**config.mk**
```make
export PLATFORM = sky130hd
export DESIGN_NAME = address_decoding
export DESIGN_NICKNAME = d
export VERILOG_FILES = /design/src/rtl/address_decoding.sv
export SDC_FILE = /design/constraint.sdc
export NUM_CORES = 1
export LEC_CHECK = 0
export ABC_AREA = 0
export ABC_CLOCK_PERIOD_IN_PS = 1540
export CORE_AREA = 2 2 39 41
export DETAILED_ROUTE_END_ITERATION = 6
export DIE_AREA = 0 0 41 43
export PLACE_DENSITY = 0.6
export SETUP_SLACK_MARGIN = 0.15
export SLEW_MARGIN = 20
export SYNTH_ARGS = -nofsm -noshare
export SYNTH_HDL_FRONTEND = slang
export SYNTH_SLANG_ARGS = --single-unit
```
**constraint.sdc**
```tcl
create_clock -name vclk -period 1.54
set_input_delay 0.154 -clock vclk [all_inputs]
set_output_delay 0.154 -clock vclk [all_outputs]
set_load 0.01 [all_outputs]
```
**src/rtl/address_decoding.sv**
```systemverilog
// PET memory-map decoder: 17-bit bus address to chip enables and attribute flags.
// Define ADDR_DECODE_REG_EN to register all outputs (one cycle latency, sync reset).
module address_decoding (
    input  logic        clk_i,
    input  logic        reset_i,
    input  logic [16:0] bus_addr_i,
    output logic        ram_en_o,
    output logic        magic_en_o,
    output logic        pia1_en_o,
    output logic        pia2_en_o,
    output logic        via_en_o,
    output logic        crtc_en_o,
    output logic        io_en_o,
    output logic        is_mirrored_o,
    output logic        is_readonly_o
);

    logic [15:0] addrLo;
    logic        upperBank;

    logic ram_en_d;
    logic magic_en_d;
    logic pia1_en_d;
    logic pia2_en_d;
    logic via_en_d;
    logic crtc_en_d;
    logic io_en_d;
    logic is_mirrored_d;
    logic is_readonly_d;

    assign addrLo    = bus_addr_i[15:0];
    assign upperBank = bus_addr_i[16];

    // The $E8xx page is split on the low byte; everything else is a coarse range compare.
    always_comb begin
        ram_en_d      = 1'b0;
        magic_en_d    = 1'b0;
        pia1_en_d     = 1'b0;
        pia2_en_d     = 1'b0;
        via_en_d      = 1'b0;
        crtc_en_d     = 1'b0;
        is_mirrored_d = 1'b0;
        is_readonly_d = 1'b0;
        if (upperBank) begin
            ram_en_d = 1'b1;
        end else if (addrLo <= 16'h7FFF) begin
            ram_en_d = 1'b1;
        end else if (addrLo <= 16'h8FFF) begin
            ram_en_d      = 1'b1;
            is_mirrored_d = 1'b1;
        end else if (addrLo <= 16'hE7FF) begin
            ram_en_d      = 1'b1;
            is_readonly_d = 1'b1;
        end else if (addrLo[15:8] == 8'hE8) begin
            if (addrLo[7:4] == 4'h0) begin
                magic_en_d = 1'b1;
            end else if (addrLo[7:4] == 4'h1) begin
                pia1_en_d = 1'b1;
            end else if (addrLo[7:5] == 3'b001) begin
                pia2_en_d = 1'b1;
            end else if (addrLo[7:6] == 2'b01) begin
                via_en_d = 1'b1;
            end else begin
                crtc_en_d = 1'b1;
            end
        end else if (addrLo >= 16'hF000) begin
            ram_en_d      = 1'b1;
            is_readonly_d = 1'b1;
        end
    end

    // Magic registers live in the I/O page but are deliberately not part of io_en.
    assign io_en_d = pia1_en_d | pia2_en_d | via_en_d | crtc_en_d;

`ifdef ADDR_DECODE_REG_EN
    logic ram_en_q;
    logic magic_en_q;
    logic pia1_en_q;
    logic pia2_en_q;
    logic via_en_q;
    logic crtc_en_q;
    logic io_en_q;
    logic is_mirrored_q;
    logic is_readonly_q;

    always_ff @(posedge clk_i) begin
        if (reset_i) begin
            ram_en_q      <= 1'b0;
            magic_en_q    <= 1'b0;
            pia1_en_q     <= 1'b0;
            pia2_en_q     <= 1'b0;
            via_en_q      <= 1'b0;
            crtc_en_q     <= 1'b0;
            io_en_q       <= 1'b0;
            is_mirrored_q <= 1'b0;
            is_readonly_q <= 1'b0;
        end else begin
            ram_en_q      <= ram_en_d;
            magic_en_q    <= magic_en_d;
            pia1_en_q     <= pia1_en_d;
            pia2_en_q     <= pia2_en_d;
            via_en_q      <= via_en_d;
            crtc_en_q     <= crtc_en_d;
            io_en_q       <= io_en_d;
            is_mirrored_q <= is_mirrored_d;
            is_readonly_q <= is_readonly_d;
        end
    end

    assign ram_en_o      = ram_en_q;
    assign magic_en_o    = magic_en_q;
    assign pia1_en_o     = pia1_en_q;
    assign pia2_en_o     = pia2_en_q;
    assign via_en_o      = via_en_q;
    assign crtc_en_o     = crtc_en_q;
    assign io_en_o       = io_en_q;
    assign is_mirrored_o = is_mirrored_q;
    assign is_readonly_o = is_readonly_q;
`else
    // Clock and reset have no role in the combinational build.
    logic unused_clk_reset;
    assign unused_clk_reset = clk_i ^ reset_i;

    assign ram_en_o      = ram_en_d;
    assign magic_en_o    = magic_en_d;
    assign pia1_en_o     = pia1_en_d;
    assign pia2_en_o     = pia2_en_d;
    assign via_en_o      = via_en_d;
    assign crtc_en_o     = crtc_en_d;
    assign io_en_o       = io_en_d;
    assign is_mirrored_o = is_mirrored_d;
    assign is_readonly_o = is_readonly_d;
`endif

endmodule

```
# After elaboration in Yosys (flattened, before gate mapping)

Index checks and enable logic that the tools add are counted.

Bits in registers: 0
Word-level logic and storage cells: 63
Input bits: 19
Output and inout bits: 9

Muxes and demuxes: 51
Reduce and logical (&&, ||, !) cells: 1
Bitwise operators: 3
Order comparisons: 4
Eq/ne operators: 4

Operators with widths:

| kind                   | number |
|---|---|
| $mux W1                | 51 |
| $le A16 B16 Y1 const B | 2 |
| $ge A16 B16 Y1 const B | 1 |
| $le A16 B15 Y1 const B | 1 |
| $eq A8 B8 Y1 const B   | 1 |
| $eq A4 B1 Y1 const B   | 1 |
| $logic_not A4 Y1       | 1 |
| $eq A3 B1 Y1 const B   | 1 |
| $or A1 B1 Y1           | 3 |
| $eq A2 B1 Y1 const B   | 1 |

# Depth between registers and ports, before layout

Depth in word-level cells: 12
Gate-level depth with buffers: 3
Depth with buffers taken out: 2

# Worst setup path before layout

Ideal clock, no wire load.

Kind: input-to-output
Start point: input port bus_addr_i[12]
End point: output port magic_en_o
Stages: 3
Setup slack: 0.349 ns
Path buffers: 1
Data required time: 1.386 ns
Arrival: 1.037 ns
Cell sequence: or3b_1 -> buf_6 -> nor4b_2

Word-level cells in the longest chain between the ends: 6
Elaborated cells between the ends (all ways): 9
Classes of those cells: 3 x order compare; 1 x eq/ne; 5 x mux

RTL lines:

| element                                                                | RTL line | RTL |
|---|---|---|
| from (decl)                                                            | 6        | `input logic [16:0] bus_addr_i,` |
| parallel branches: the longest is 4 deep, another holds $le A16 B16 Y1 | n/a      |  |
| $mux W1 *                                                              | 46       | `end else if (addrLo <= 16'h7FFF) begin` |
| $mux W1 *                                                              | 44       | `if (upperBank) begin` |
| to (decl)                                                              | 8        | `output logic magic_en_o,` |

Mark *: on every way between the ends.

# Final worst setup path

Start point: input port bus_addr_i[5]
End point: output port pia1_en_o

Word-level cells in the longest chain between the ends: 8
Elaborated cells between the ends (all ways): 12
Classes of those cells: 3 x order compare; 1 x eq/ne; 7 x mux; 1 x reduce/logical

RTL lines:

| element                                                                | RTL line | RTL |
|---|---|---|
| parallel branches: the longest is 6 deep, another holds $le A16 B16 Y1 | n/a      |  |
| $mux W1 *                                                              | 46       |  |
| $mux W1 *                                                              | 44       |  |
| to (decl)                                                              | 9        | `output logic pia1_en_o,` |

Marked as above.

==> flow_summary.yaml <==
status:
  status: "finished, final reports clean"
floorplan:
  start_util_pct: 13.5
  core.rowCount: 14
  coreArea_mm2: 0.00138
  die-area_mm2: 0.00176
  die_h_um: 43
  ioPinCount: 28
  die_width_um: 41
worst_setup_path:
  required_ps: 1390
  cp.arrival_ps: 1250
  start_kind: "input port"
  crit_path_end_kind: "primary output"
  worstSetupPathType: "input port to primary output"
  cpPeakStageDelay_ps: 550
  crit_slowest_cell: "or4b_4"
  cpMostUsedCell: "buf_2"
  crit_fanout: 3
  worstPathCellList: "buf_2, or4b_4, nor4_4, buf_2"
detailed_routing:
  dr.pass1.iters: 2
  avgRoutedWirePerCell_um: 10.1
  drt_iter0_drc: 1
  drc: 0
  antenna_left: 0
  vias_per_cell: 4.25
  num_vias: 272
  wl_um: 646
clocking:
  ctsHoldBuffers: 0
flow_run:
  drv_cap: 0
cells_and_area:
  regArea_um2: 0
  seq_cell_count: 0
  antennaDiodeCount: 0
  final_area_um2: 423
  drive_gt1_share_pct: 68.8
  synthToLayoutAreaGrowth_pct: 127
  clkbuf_count: 0
  fin_cells: 64
  fin_nets: 69
placement:
  dp_hpwl_um: 459
  portBuffers: 22
  post-place-cells: 63
  gp_congestion: 0.560
  postPlaceCellArea_um2: 449
  dp_slack_ps: -652
synth:
  seq_area_frac_synth_pct: 0
  yosys_warnings: 0
  syn_inst: 22
  synthesis.nets: 41
  synth_cell_types: 16
  netlist_area_um2: 186
  avgSynthCellArea_um2: 8.47
pwr:
  ir_worst_vdd_uv: 63.8
  post-layout-total-power_mw: 0.0685
  powerDensity_mw_per_mm2: 162
  p_leak_nw: 0.211
timing:
  final_max_slew_viol_count: 0
  rsz0062_at_grt: "yes"
  period_share_pct: 91.4
  min_period_ps: 1410
  whs_ps: 712
  hold_viol_final: 0
  tightest_slew_ps: 304
  final_critical_path_setup_slack_ps: 132
  fmax_ghz: 0.710
  relSlewSlack_pct: 79.6
  finalSetupViolations: 0
global_routing:
  globalRouteOverflowTotal: 0
  grt_pass1_wl_um: 993
  track_usage_pct: 7.39
  first_global_vias: 242
  grt_max_degree: 9
  antenna_found_initial: 0
worst_hold_path:
  hold_path.class: "input port to primary output"
[cell usage in the layout, fill, tap and decap left out, drive strengths merged]
cell type	n
buf	18
nor4	6
clkbuf	4
dlygate4sd2	3
clkdlybuf4s15	3
inv	2
or2	2
or3b	2
nand3	1
or3	1
or4b	1
nand2b	1
and3b	1
a41o	1
nor2	1
nor4b	1
[cell usage after synthesis]
cell      number  share of area, %
inv_1          2               4.0
nand2b_1       1               3.4
and3b_1        1               4.7
buf_6          1               6.0
nor2_1         1               2.0
or4b_1         1               5.4
nor4_2         5                34
a41o_1         1               5.4
nor4_1         1               3.4
or2_1          2               6.7
nor4b_2        1               8.1
or3b_2         1               4.7
nand3_1        1               2.7
or3b_1         1               4.7
clkbuf_1       1               2.0
or3_1          1               3.4
[cell families after synthesis]
logic type             Yosys count  synth area share (%)
and+or+nand+nor                 17                  82.6
buffers and inverters            4                  12.1
AOI/OAI and AO/OA                1                  5.37
[per-stage QoR]
step	TNS, ps	utilization, %
6_report	0	30.6
5_1_grt	0	30.6
4_1_cts	0	29.7
3_5_place_dp	-5190	32.5
3_3_place_gp	-5200	32.5
2_1_floorplan	0	-
[worst paths after layout]
check,start,end,slack (ps),cells past startpoint
setup / recovery,bus_addr_i[5],pia1_en_o,130,4
hold / removal,bus_addr_i[6],via_en_o,710,4
[report_power, final]
| group | internal, mW | total (mW) | switching, mW |
|---|---|---|---|
| logic | 0.0373 | 0.0685 | 0.0311 |
| clock network | 0 | 0 | 0 |
| registers | 0 | 0 | 0 |
[worst max-delay path: cells and delay by family]
kind                   cells  cell delay (ps)
and+or+nand+nor            2              820
buffers and inverters      2              270
[layout make-up]
type | count | area, µm²
inverters | 2 | 7.51
fillers | 166 | 961
multi-input cells | 18 | 201
well taps | 16 | 20.0
repair buffers | 28 | 194
[layer usage]
| metal | vias up | global-route usage (%) | wire length (µm) |
|---|---|---|---|
| met5 | - | 0 | 0 |
| met4 | 0 | 0 | 0 |
| met3 | 0 | 0.524 | 77 |
| met2 | 16 | 12.5 | 297 |
| met1 | 117 | 10.4 | 271 |
| li1 | 139 | - | - |
[what timing repair did]
item / CTS / global route
resized for setup: 68 / 11
setup endpoints to repair: 9 / 8
setup buffers: 1 / 0
pin swaps: 6 / 4
Note: power is estimated with default switching activity, not from simulation.
